--- src/rtl/rom_dl_pkg.sv ---
`default_nettype none
// +----------------------------------------------------------------------------+
// | rom_dl_pkg                                                                  |
// | Shared types and default limits for the ROM download controller.            |
// | Revision: 1.0                                                               |
// +----------------------------------------------------------------------------+
package rom_dl_pkg;

  localparam int DL_AW = 17;

  localparam logic [DL_AW-1:0] ROM_MIN_DEF = 17'h08000;
  localparam logic [DL_AW-1:0] ROM_MAX_DEF = 17'h10000;

  typedef enum logic [2:0] {
    IDLE = 3'd0,
    LOAD = 3'd1,
    HOLD = 3'd2,
    RUN  = 3'd3,
    ERR  = 3'd4
  } dl_state_t;

endpackage
`default_nettype wire

--- src/rtl/rst_stretch.sv ---
`default_nettype none
// +----------------------------------------------------------------------------+
// | rst_stretch                                                                 |
// | Loadable down-counter; o_done is high once the loaded count has expired.    |
// | Revision: 1.0                                                               |
// +----------------------------------------------------------------------------+
module rst_stretch #(
  parameter int WIDTH = 8
) (
  input  logic             clk_sys,
  input  logic             reset,
  input  logic             i_load,
  input  logic [WIDTH-1:0] i_load_val,
  output logic             o_done
);

  logic [WIDTH-1:0] r_count;

  always_ff @(posedge clk_sys) begin
    if (reset) begin
      r_count <= '0;
    end else if (i_load) begin
      r_count <= i_load_val;
    end else if (r_count != '0) begin
      r_count <= r_count - 1'b1;
    end
  end

  assign o_done = (r_count == '0);

endmodule
`default_nettype wire

--- src/rtl/rom_dl_ctrl.sv ---
`default_nettype none
// +----------------------------------------------------------------------------+
// | rom_dl_ctrl                                                                 |
// | Filters the ioctl stream for the game ROM, re-times it onto the core's      |
// | download port, validates the image and owns rom_loaded / core_reset.        |
// | Revision: 1.0                                                               |
// +----------------------------------------------------------------------------+
module rom_dl_ctrl
  import rom_dl_pkg::*;
#(
  parameter logic [7:0]       ROM_INDEX = 8'd0,
  parameter logic [DL_AW-1:0] MIN_BYTES = ROM_MIN_DEF,
  parameter logic [DL_AW-1:0] MAX_BYTES = ROM_MAX_DEF,
  parameter int               RST_HOLD  = 16
) (
  input  logic             clk_sys,
  input  logic             reset,
  input  logic             user_rst,
  input  logic             ioctl_downl,
  input  logic [7:0]       ioctl_index,
  input  logic             ioctl_wr,
  input  logic [24:0]      ioctl_addr,
  input  logic [7:0]       ioctl_dout,
  output logic [15:0]      dn_addr,
  output logic [7:0]       dn_data,
  output logic             dn_wr,
  output logic             core_reset,
  output logic             rom_loaded,
  output logic             load_error,
  output logic [DL_AW-1:0] byte_count
);

  localparam int HOLD_W = (RST_HOLD > 0) ? $clog2(RST_HOLD + 1) : 1;

  dl_state_t        r_state;
  dl_state_t        w_state_nxt;
  logic             r_downl_d;
  logic             r_stale;
  logic [DL_AW-1:0] r_byte_count;
  logic [DL_AW-1:0] w_count_nxt;
  logic             r_load_error;
  logic             w_err_nxt;
  logic             r_rom_loaded;
  logic             w_loaded_nxt;
  logic             r_core_reset;
  logic             w_core_reset_nxt;
  logic [15:0]      r_dn_addr;
  logic [7:0]       r_dn_data;
  logic             r_dn_wr;

  logic             w_start;
  logic             w_end;
  logic             w_end_ok;
  logic             w_wr_load;
  logic             w_addr_ok;
  logic             w_accept;
  logic             w_hold_load;
  logic [HOLD_W-1:0] w_hold_val;
  logic             w_hold_done;

  // A download already in flight when reset releases is not taken as a new start.
  assign w_start   = !r_downl_d && ioctl_downl && (ioctl_index == ROM_INDEX) && !r_stale;
  assign w_end     = r_downl_d && !ioctl_downl && (r_state == LOAD);
  assign w_end_ok  = w_end && (r_byte_count >= MIN_BYTES) && !r_load_error;
  assign w_wr_load = (r_state == LOAD) && ioctl_wr && ioctl_downl && !w_start;
  assign w_addr_ok = (ioctl_addr < {8'd0, MAX_BYTES}) &&
                     (ioctl_addr == {8'd0, r_byte_count});
  assign w_accept  = w_wr_load && w_addr_ok;

  assign w_hold_load = w_end_ok || w_start;
  assign w_hold_val  = w_end_ok ? HOLD_W'(RST_HOLD) : '0;

  rst_stretch #(
    .WIDTH (HOLD_W)
  ) u_hold (
    .clk_sys    (clk_sys),
    .reset      (reset),
    .i_load     (w_hold_load),
    .i_load_val (w_hold_val),
    .o_done     (w_hold_done)
  );

  always_comb begin
    w_state_nxt  = r_state;
    w_count_nxt  = r_byte_count;
    w_err_nxt    = r_load_error;
    w_loaded_nxt = r_rom_loaded;

    if (w_start) begin
      w_state_nxt  = LOAD;
      w_count_nxt  = '0;
      w_err_nxt    = 1'b0;
      w_loaded_nxt = 1'b0;
    end else begin
      case (r_state)
        LOAD: begin
          if (w_end) begin
            if (w_end_ok) begin
              w_state_nxt = HOLD;
            end else begin
              w_state_nxt = ERR;
              w_err_nxt   = 1'b1;
            end
          end else if (w_wr_load) begin
            if (w_addr_ok) begin
              w_count_nxt = (r_byte_count == '1) ? r_byte_count : r_byte_count + 1'b1;
            end else begin
              w_err_nxt = 1'b1;
            end
          end
        end
        HOLD: begin
          if (w_hold_done) begin
            w_state_nxt  = RUN;
            w_loaded_nxt = 1'b1;
          end
        end
        default: begin
        end
      endcase
    end

    // Foreign-index downloads also hold the core in reset while they run.
    w_core_reset_nxt = (w_state_nxt == RUN) ? (user_rst || ioctl_downl) : 1'b1;
  end

  always_ff @(posedge clk_sys) begin
    if (reset) begin
      r_state      <= IDLE;
      r_downl_d    <= 1'b0;
      r_stale      <= ioctl_downl;
      r_byte_count <= '0;
      r_load_error <= 1'b0;
      r_rom_loaded <= 1'b0;
      r_core_reset <= 1'b1;
    end else begin
      r_state      <= w_state_nxt;
      r_downl_d    <= ioctl_downl;
      r_byte_count <= w_count_nxt;
      r_load_error <= w_err_nxt;
      r_rom_loaded <= w_loaded_nxt;
      r_core_reset <= w_core_reset_nxt;
      if (!ioctl_downl) begin
        r_stale <= 1'b0;
      end
    end
  end

  always_ff @(posedge clk_sys) begin
    if (reset) begin
      r_dn_wr   <= 1'b0;
      r_dn_addr <= '0;
      r_dn_data <= '0;
    end else begin
      r_dn_wr <= w_accept;
      if (w_accept) begin
        r_dn_addr <= ioctl_addr[15:0];
        r_dn_data <= ioctl_dout;
      end
    end
  end

  assign dn_addr    = r_dn_addr;
  assign dn_data    = r_dn_data;
  assign dn_wr      = r_dn_wr;
  assign core_reset = r_core_reset;
  assign rom_loaded = r_rom_loaded;
  assign load_error = r_load_error;
  assign byte_count = r_byte_count;

endmodule
`default_nettype wire

--- config.mk ---
export PLATFORM = sky130hd
export DESIGN_NAME = rom_dl_ctrl
export DESIGN_NICKNAME = d
export VERILOG_FILES = /design/src/rtl/rom_dl_pkg.sv /design/src/rtl/rst_stretch.sv /design/src/rtl/rom_dl_ctrl.sv
export SDC_FILE = /design/constraint.sdc
export NUM_CORES = 1
export LEC_CHECK = 0
export CORE_UTILIZATION = 35
export CTS_BUF_LIST = sky130_fd_sc_hd__clkbuf_16
export DETAILED_ROUTE_END_ITERATION = 7
export PLACE_DENSITY = 0.66
export SLEW_MARGIN = 10
export SYNTH_ARGS = -nofsm -noshare
export SYNTH_HDL_FRONTEND = slang
export SYNTH_HIERARCHICAL = 1
export SYNTH_SLANG_ARGS = --single-unit
--- constraint.sdc ---
create_clock -name clk_sys -period 2.13 [get_ports clk_sys]
set_input_delay 0.213 -clock clk_sys [delete_from_list [all_inputs] [get_ports clk_sys]]
set_output_delay 0.213 -clock clk_sys [all_outputs]
set_load 0.005 [all_outputs]
# Yosys cells after proc, flatten, opt, wreduce, memory -nomap -nowiden
# Cells that the tools add are included.
# totals
reg_bits	55
output_inout_bits	45
# classes
n_addsub	2
muxes	14
n_eq_ne	8
n_lt_le_gt_ge	2
reduce_logical	29
bitwise_logic	3
# ops
cell	n
equality test 25 x 17 -> 1 bit	1
< comparator 25 x 17 -> 1 bit, second input constant	1
adder 17 x 1 -> 17 bit, second input constant	1
equality test 17 bit, second input constant	1
greater-or-equal comparator 17 x 16 -> 1 bit, second input constant	1
2-to-1 mux 5 bit	3
logical AND 1 bit	12
2-to-1 mux 3 bit	4
zero test 8 bit	1
equality test 3 x 2 -> 1 bit, second input constant	2
2-to-1 mux 1 bit	6
inequality test 2 bit, second input constant	3
case mux 3 bit (2 select lines)	1
zero test 1 bit	5
zero test 5 bit	1
AND reduction 5 bit	1
nonzero test 5 bit	1
subtractor 5 x 1 -> 5 bit, second input constant	1
AND reduction 4 bit	1
nonzero test 2 bit	2
OR reduction 2 bit	2
equality test 3 x 1 -> 1 bit, second input constant	1
inverter 1 bit	3
logical OR 1 bit	2
AND reduction 2 bit	1

# Depth between registers and ports, before layout
# Gate-level depths: netlist (run 1).
# logic_depth
depth_word	12
mapped_depth	9
depth_no_buf	8

# By module
# The synthesis (run 1) kept the hierarchy.
# modules_own_cells
mod	area_each_um2	seq_area_each_um2	instances	cells_each
rom_dl_ctrl	2538.7	1011.0	1	296
rst_stretch	287.8	100.1	1	32

# Worst setup path after synthesis (run 1)
# Ideal clock, no wire load.
# synth_path
kind	register -> register
startpoint	reg r_byte_count[0] (netlist: byte_count[0])
endpoint	reg r_byte_count[11] (netlist: byte_count[11])
period_less_slack_ps	2369
stages_incl_launch_ff	10
arrival_ps	2238
required_ps	2000
path_slack_ps	-239
path_cell_list	dfxtp_1 > ha_1 > and2_1 > and4_1 > ha_1 > clkbuf_1 > nor4b_2 > nand3_1 > o311ai_1 > o31ai_1
# synth_between
elab_chain_len	3
word_cells_on_any_way	6
# synth_lines
element	line	source
start: declaration	rom_dl_ctrl.sv:39	logic [DL_AW-1:0] r_byte_count;
start signal: assignment	rom_dl_ctrl.sv:139	r_byte_count <= w_count_nxt;
parallel branches: the longest is 3 deep, another holds adder 17 x 1 -> 17 bit	n/a	
# Parallel ways; which one is timed is not known.
# A chain may end at the register's enable or synchronous reset.

# Final worst setup path (run 1)
# layout_path
startpoint	reg r_byte_count[9] (netlist: byte_count[9])
endpoint	reg r_byte_count[9] (netlist: byte_count[9])
# The elaborated chain is that of the path after synthesis.

==> results.json, run 1 <==
{
  "cts_tree": "yes",
  "slowest_delay_ps": 410,
  "grt_overflow": 0,
  "clk_latency_ps": 290,
  "netSwitchingPower_uw": 536,
  "port_buffers": 90,
  "top_usage_layer": "met2",
  "cp_slowest_cell": "and4_1",
  "seq_area_um2": 1110,
  "report.final.slew_viol_count": 0,
  "yosysMostFrequentCell": "dfxtp_1",
  "gr-usage-met3_pct": 3.40,
  "min-delay-path-class": "flop to flop",
  "dp_hpwl_um": 6430,
  "pre_cts_ws_ps": -156,
  "pwr-share-comb_pct": 16.1,
  "avgSynthCellArea_um2": 8.62,
  "wl_per_cell_um": 14.9,
  "wl_um": 8400,
  "max_freq_ghz": 0.483,
  "synth-seq-cells": 55,
  "crit_type": "flop to flop",
  "ctsHoldBuffers": 0,
  "synth-edff-count": 1,
  "finalHoldViolations": 0,
  "viasPerCell": 5.10,
  "vias": 2883,
  "min_period_ps": 2070,
  "startpoint_type": "flop",
  "core_area_um2": 7770,
  "stdcell_area_um2": 4370,
  "grt_max_degree": 27,
  "drt_iter0_markers": 111,
  "setup_viol": 0,
  "min_period_over_period_pct": 97.1,
  "fin_ws_ps": 61.7,
  "drive_gt1_share_pct": 18.1,
  "rows": 32,
  "ios": 91,
  "cp_num_buf_inv": 1,
  "synth_top_area_share_pct": 38.2,
  "clock_power_share_pct": 34.9,
  "cts.sinks": 55,
  "antenna_found_initial": 0,
  "clk_pin_slew_worst_paths_ps": 70,
  "critPathTopFamily": "simple AND/OR/NAND/NOR gates",
  "cp_max_fo": 7,
  "start_util_pct": 36.4,
  "crit_chain": "buf_4, xor2_1, nor4_4, and4_1, nand2_1, o31ai_1",
  "grt_pass1_vias": 2838,
  "dieArea_um2": 8440,
  "h-tree-depth": 2,
  "synthCells": 328,
  "irDropWorstVdd_mv": 0.300,
  "use_met2_pct": 34.6,
  "arrival_ps": 2260,
  "place_congestion": 0.898,
  "synth-main-ff-cell": "dfxtp_1",
  "grt_use_met1_pct": 26.4,
  "status": "completed",
  "yosys-top-cells-area": "dfxtp_1 (38%), nand3_1 (5.8%), a21oi_1 (5.1%)",
  "p_int_uw": 1700,
  "synthTopCellsByCount": "dfxtp_1 (54), nand3_1 (33), a21oi_1 (29)",
  "synth_async_sr_flop_share_pct": 0,
  "layout.nets": 512,
  "drt_pass1_iterations": 4,
  "drc_errors": 0,
  "synth_area_um2": 2830,
  "fin_skew_ps": 7.71,
  "maxCapViolCount": 0,
  "worstReg2RegStart": "byte_count[9]",
  "synth.distinct_cells": 48,
  "multi_input_comb_area_um2": 1640,
  "clk_path_buf_depth": 2,
  "leakage_uw": 0.00168,
  "die_x_um": 91.9,
  "fill_cells": 716,
  "final_antenna_net_count": 0,
  "antennaDiodeCount": 0,
  "pwr_density_cell_nw_per_um2": 512,
  "post_dp_cell_area_um2": 4190,
  "seq_area_frac_synth_pct": 39.3,
  "grt_use_total_pct": 20.2,
  "hp-start": "dn_data[4]",
  "pwr-share-seq_pct": 49.0,
  "clockRootBuffer": "clkbuf_16",
  "die_h_um": 91.9,
  "area_growth_pct": 54.6,
  "required_ps": 2320,
  "switching_share_pct": 24.0,
  "grt_pass1_wl_um": 13700,
  "yosys_warnings": 6,
  "cts_buffers": 5,
  "yosysTopAreaCell": "dfxtp_1",
  "endpoint_kind": "flop",
  "rsz0062_at_grt": "true",
  "crit_start": "byte_count[9]"
}
## flip-flops by register name, summed over array words and instances (netlist names)
| register | flops |
|---|---|
| core_reset | 1 |
| dn_data | 8 |
| u_hold/r_count | 5 |
| load_error | 1 |
| byte_count | 17 |
| r_state | 3 |
| dn_wr | 1 |
| dn_addr | 16 |
| r_stale | 1 |
| rom_loaded | 1 |
| r_downl_d | 1 |
## final cells by class
cell class | count | area share, %
Tap cell | 102 | 2.92
Clock buffer | 5 | 2.86
Timing Repair Buffer | 145 | 30.1
Inverter | 10 | 0.859
Sequential cell | 55 | 25.5
Clock inverter | 3 | 0.286
Multi-Input combinational cell | 245 | 37.5
## layout by cell type (no fill, tap or decap), types with 2 or more instances in the layout
cell type	instances
dfxtp_1	52
o21ai_0	24
and2_1	2
nand2b_1	16
nand4_1	5
nand3b_1	2
nor3_1	7
dfxtp_2	2
xor2_1	15
nand2_1	25
o311ai_1	2
nor4_2	3
xnor2_1	2
mux2i_1	10
nor4_4	2
nand4b_1	2
buf_4	55
nor4b_4	2
and3_1	4
clkbuf_16	5
clkdlybuf4s50_1	90
o311ai_2	3
nor2_1	16
inv_1	12
conb_1	4
nor4_1	5
o31ai_1	6
ha_1	2
nand3_1	32
a21oi_1	29
and4_1	3
## cell families (layout without fill, tap and decap cells)
family                   Yosys count  after routing  synth area share [%]
AND/OR/NAND/NOR                  137            137                  29.4
AO/OA/AOI/OAI                     73             73                  15.2
flip-flops                        55             55                  39.3
buffers and inverters             31            163                  5.40
XOR/XNOR                          17             17                  5.27
multiplexers                      10             10                  3.54
adder cells (fa/ha/maj)            4              4                  1.77
other                              1              4                 0.133
## power groups by stage
stage	combinational (µW)	sequential (µW)	clock (µW)
floorplan	214	1110	0
global placement	351	1120	0
detailed placement	359	1120	0
CTS	361	1100	801
global route	401	1100	850
finish	360	1100	780
## timing repair
action / CTS / global route
buffers inserted: 0 / 1
gates resized for setup: 0 / 5
pin swaps: 1 / 2
setup endpoints to repair: 1 / 6
## metal layers
layer | vias up | wire (µm)
met1 | 1366 | 3840
met5 | - | 0
met2 | 67 | 4100
met3 | 7 | 410
li1 | 1443 | -
met4 | 0 | 51
## per-stage QoR
stage	hold WS (ps)	total power, µW	instances	TNS [ps]	utilization (%)
3_5_place_dp	462	1480	556	-1510	54.0
6_report	472	2240	565	0	56.3
2_1_floorplan	282	1330	331	-34.0	-
3_3_place_gp	455	1470	556	-1030	54.0
4_1_cts	475	2260	564	0	55.7
5_1_grt	499	2350	565	-60.3	56.3
## path summary, 6_finish.rpt
check                                      to  slack, ps  depth (start not counted)
worst max-delay path            byte_count[9]         60                          6
worst min-delay path               dn_data[4]        470                          2
worst max register to register  byte_count[9]         60                          6
worst min register to register     dn_data[4]        470                          2
## tightest hold or removal path, delay by kind of cell, from the launching register on
kind           cells  cell delay [ps]
AO/OA/AOI/OAI      2              120
flip-flops         1              310
(Power assumes the default switching activity.)
==> run 2, diff against run 1 <==
- GPL_ROUTABILITY_DRIVEN: not set -> 0
==> run 2 against run 1 <==
Hold slack is essentially flat. Fmax increased by 0.74%. Design area is 0.69% higher. Sequential cell count did not move. Final cell count is 0.35% lower. Clock power grew 18%.
==> results.json, run 2 (synthesis gave the netlist of run 1 again) <==
{
  "finalHoldViolations": 0,
  "netSwitchingPower_uw": 551,
  "final_cell_mix": "clkdlybuf4s50_1 (90), dfxtp_1 (52), buf_4 (50)",
  "h-tree-depth": 2,
  "clk_path_buf_depth": 2,
  "fill_cells": 695,
  "clockRootBuffer": "clkbuf_16",
  "grt_use_total_pct": 20.4,
  "arrival_ps": 2260,
  "vias": 2903,
  "fin_skew_ps": 5.65,
  "startpoint_type": "flop",
  "antenna_found_initial": 0,
  "final_common_cell": "clkdlybuf4s50_1",
  "drt_pass1_iterations": 4,
  "rows": 32,
  "hold_path_depth": 2,
  "maxCapViolCount": 0,
  "endpoint_kind": "flop",
  "wl_um": 8390,
  "pre_cts_ws_ps": -137,
  "min_period_over_period_pct": 96.4,
  "r2r_end": "byte_count[13]",
  "worst_hold_path.endpoint": "dn_data[4]",
  "ctsHoldBuffers": 0,
  "multi_input_comb_area_um2": 1630,
  "final_antenna_net_count": 0,
  "status": "completed",
  "port_buffers": 90,
  "grt_overflow": 0,
  "start_util_pct": 36.4,
  "rrSetupSlack_ps": 80,
  "holdWs_ps": 472,
  "dp_cells": 554,
  "switching_share_pct": 23.2,
  "dp_hpwl_um": 6530,
  "rsz0062_at_grt": "true",
  "dieArea_um2": 8440,
  "worstReg2RegStart": "byte_count[4]",
  "leakage_uw": 0.00168,
  "crit_start": "byte_count[4]",
  "seq_area_um2": 1110,
  "die_h_um": 91.9,
  "required_ps": 2330,
  "post-route-util_pct": 56.7,
  "r2r_cells": 7,
  "report.final.slew_viol_count": 0,
  "drt_iter0_markers": 103,
  "crit_type": "flop to flop",
  "die_x_um": 91.9,
  "min-delay-path-class": "flop to flop",
  "p_int_uw": 1820,
  "viasPerCell": 5.16,
  "clk_pin_slew_worst_paths_ps": 70,
  "area_growth_pct": 55.7,
  "fin_ws_ps": 76.9,
  "drive_gt1_share_pct": 17.8,
  "drc_errors": 0,
  "grt_pass1_vias": 2861,
  "grt_pass1_wl_um": 13600,
  "cts_tree": "yes",
  "max_freq_ghz": 0.487,
  "grt_max_degree": 23,
  "total_power_uw": 2380,
  "min_period_ps": 2050,
  "cp_max_fo": 6,
  "largest_register_ffs": 17,
  "setup_viol": 0,
  "irDropWorstVdd_mv": 0.312,
  "antennaDiodeCount": 0,
  "pwr-share-comb_pct": 15.3,
  "hp-start": "dn_data[4]",
  "pwr-share-seq_pct": 46.1,
  "cts.sinks": 55,
  "layout.nets": 510,
  "clock_power_share_pct": 38.6,
  "clk_latency_ps": 290,
  "cts_buffers": 5,
  "ios": 91,
  "wl_per_cell_um": 14.9,
  "core_area_um2": 7770,
  "finalNonFillerCells": 563,
  "pwr_density_cell_nw_per_um2": 540
}
run 2: changes by cell type in the layout (fill, tap and decap cells not counted), sizes merged:
cell | before | now
buf | 55 | 53
inv | 12 | 10
bufinv | 0 | 1
clkinv | 1 | 2
run 2: power by group through the flow:
stage | clock network (µW) | registers, µW | logic [µW]
global placement | 0 | 1120 | 355
detailed placement | 0 | 1120 | 359
global route | 974 | 1100 | 401
finish | 917 | 1100 | 362
CTS | 935 | 1100 | 362
floorplan | 0 | 1110 | 214
run 2: worst max path at each step:
stage / endpoint / slack, ps / depth (start not counted)
floorplan: byte_count[11] / -30 / 9
global placement: byte_count[16] / -90 / 6
detailed placement: byte_count[4] / -140 / 7
CTS: byte_count[4] / 60 / 7
global route: byte_count[15] / -70 / 9
finish: byte_count[13] / 80 / 7
run 2: metal layers:
layer / vias up / track usage, % / wire length, µm
li1: 1445 / - / -
met1: 1392 / 25.2 / 3720
met2: 59 / 35.6 / 4210
met3: 7 / 4.06 / 367
met4: 0 / 5.86 / 94
met5: - / 0 / 0
run 2: critical path, cell delays in order, from the launching register on:
cell	delay, ps
dfxtp_1	320
buf_4	160
xor2_1	170
nor4_2	390
and3_1	320
buf_4	170
nand2_1	160
o31ai_1	280
run 2: final cells by class:
class | count | area share [%]
Multi-Input combinational cell | 245 | 37.0
Timing Repair Buffer | 143 | 30.2
Sequential cell | 55 | 25.3
Tap cell | 102 | 2.90
Clock buffer | 5 | 2.84
Clock inverter | 3 | 0.881
Inverter | 10 | 0.853
run 2: per-stage QoR:
| stage | cell area (µm²) | setup TNS (ps) |
|---|---|---|
| 2_1_floorplan | 2880 | -34.0 |
| 3_3_place_gp | 4200 | -1160 |
| 3_5_place_dp | 4200 | -1790 |
| 4_1_cts | 4370 | 0 |
| 5_1_grt | 4400 | -171 |
| 6_report | 4400 | 0 |
run 2: repair_timing:
item | in CTS | in global routing
pin swaps | 1 | 0
gates cloned | 0 | 0
buffers inserted | 1 | 0
gates resized for setup | 0 | 5
hold endpoints to repair | 0 | 0
endpoints found under the setup margin | 3 | 8
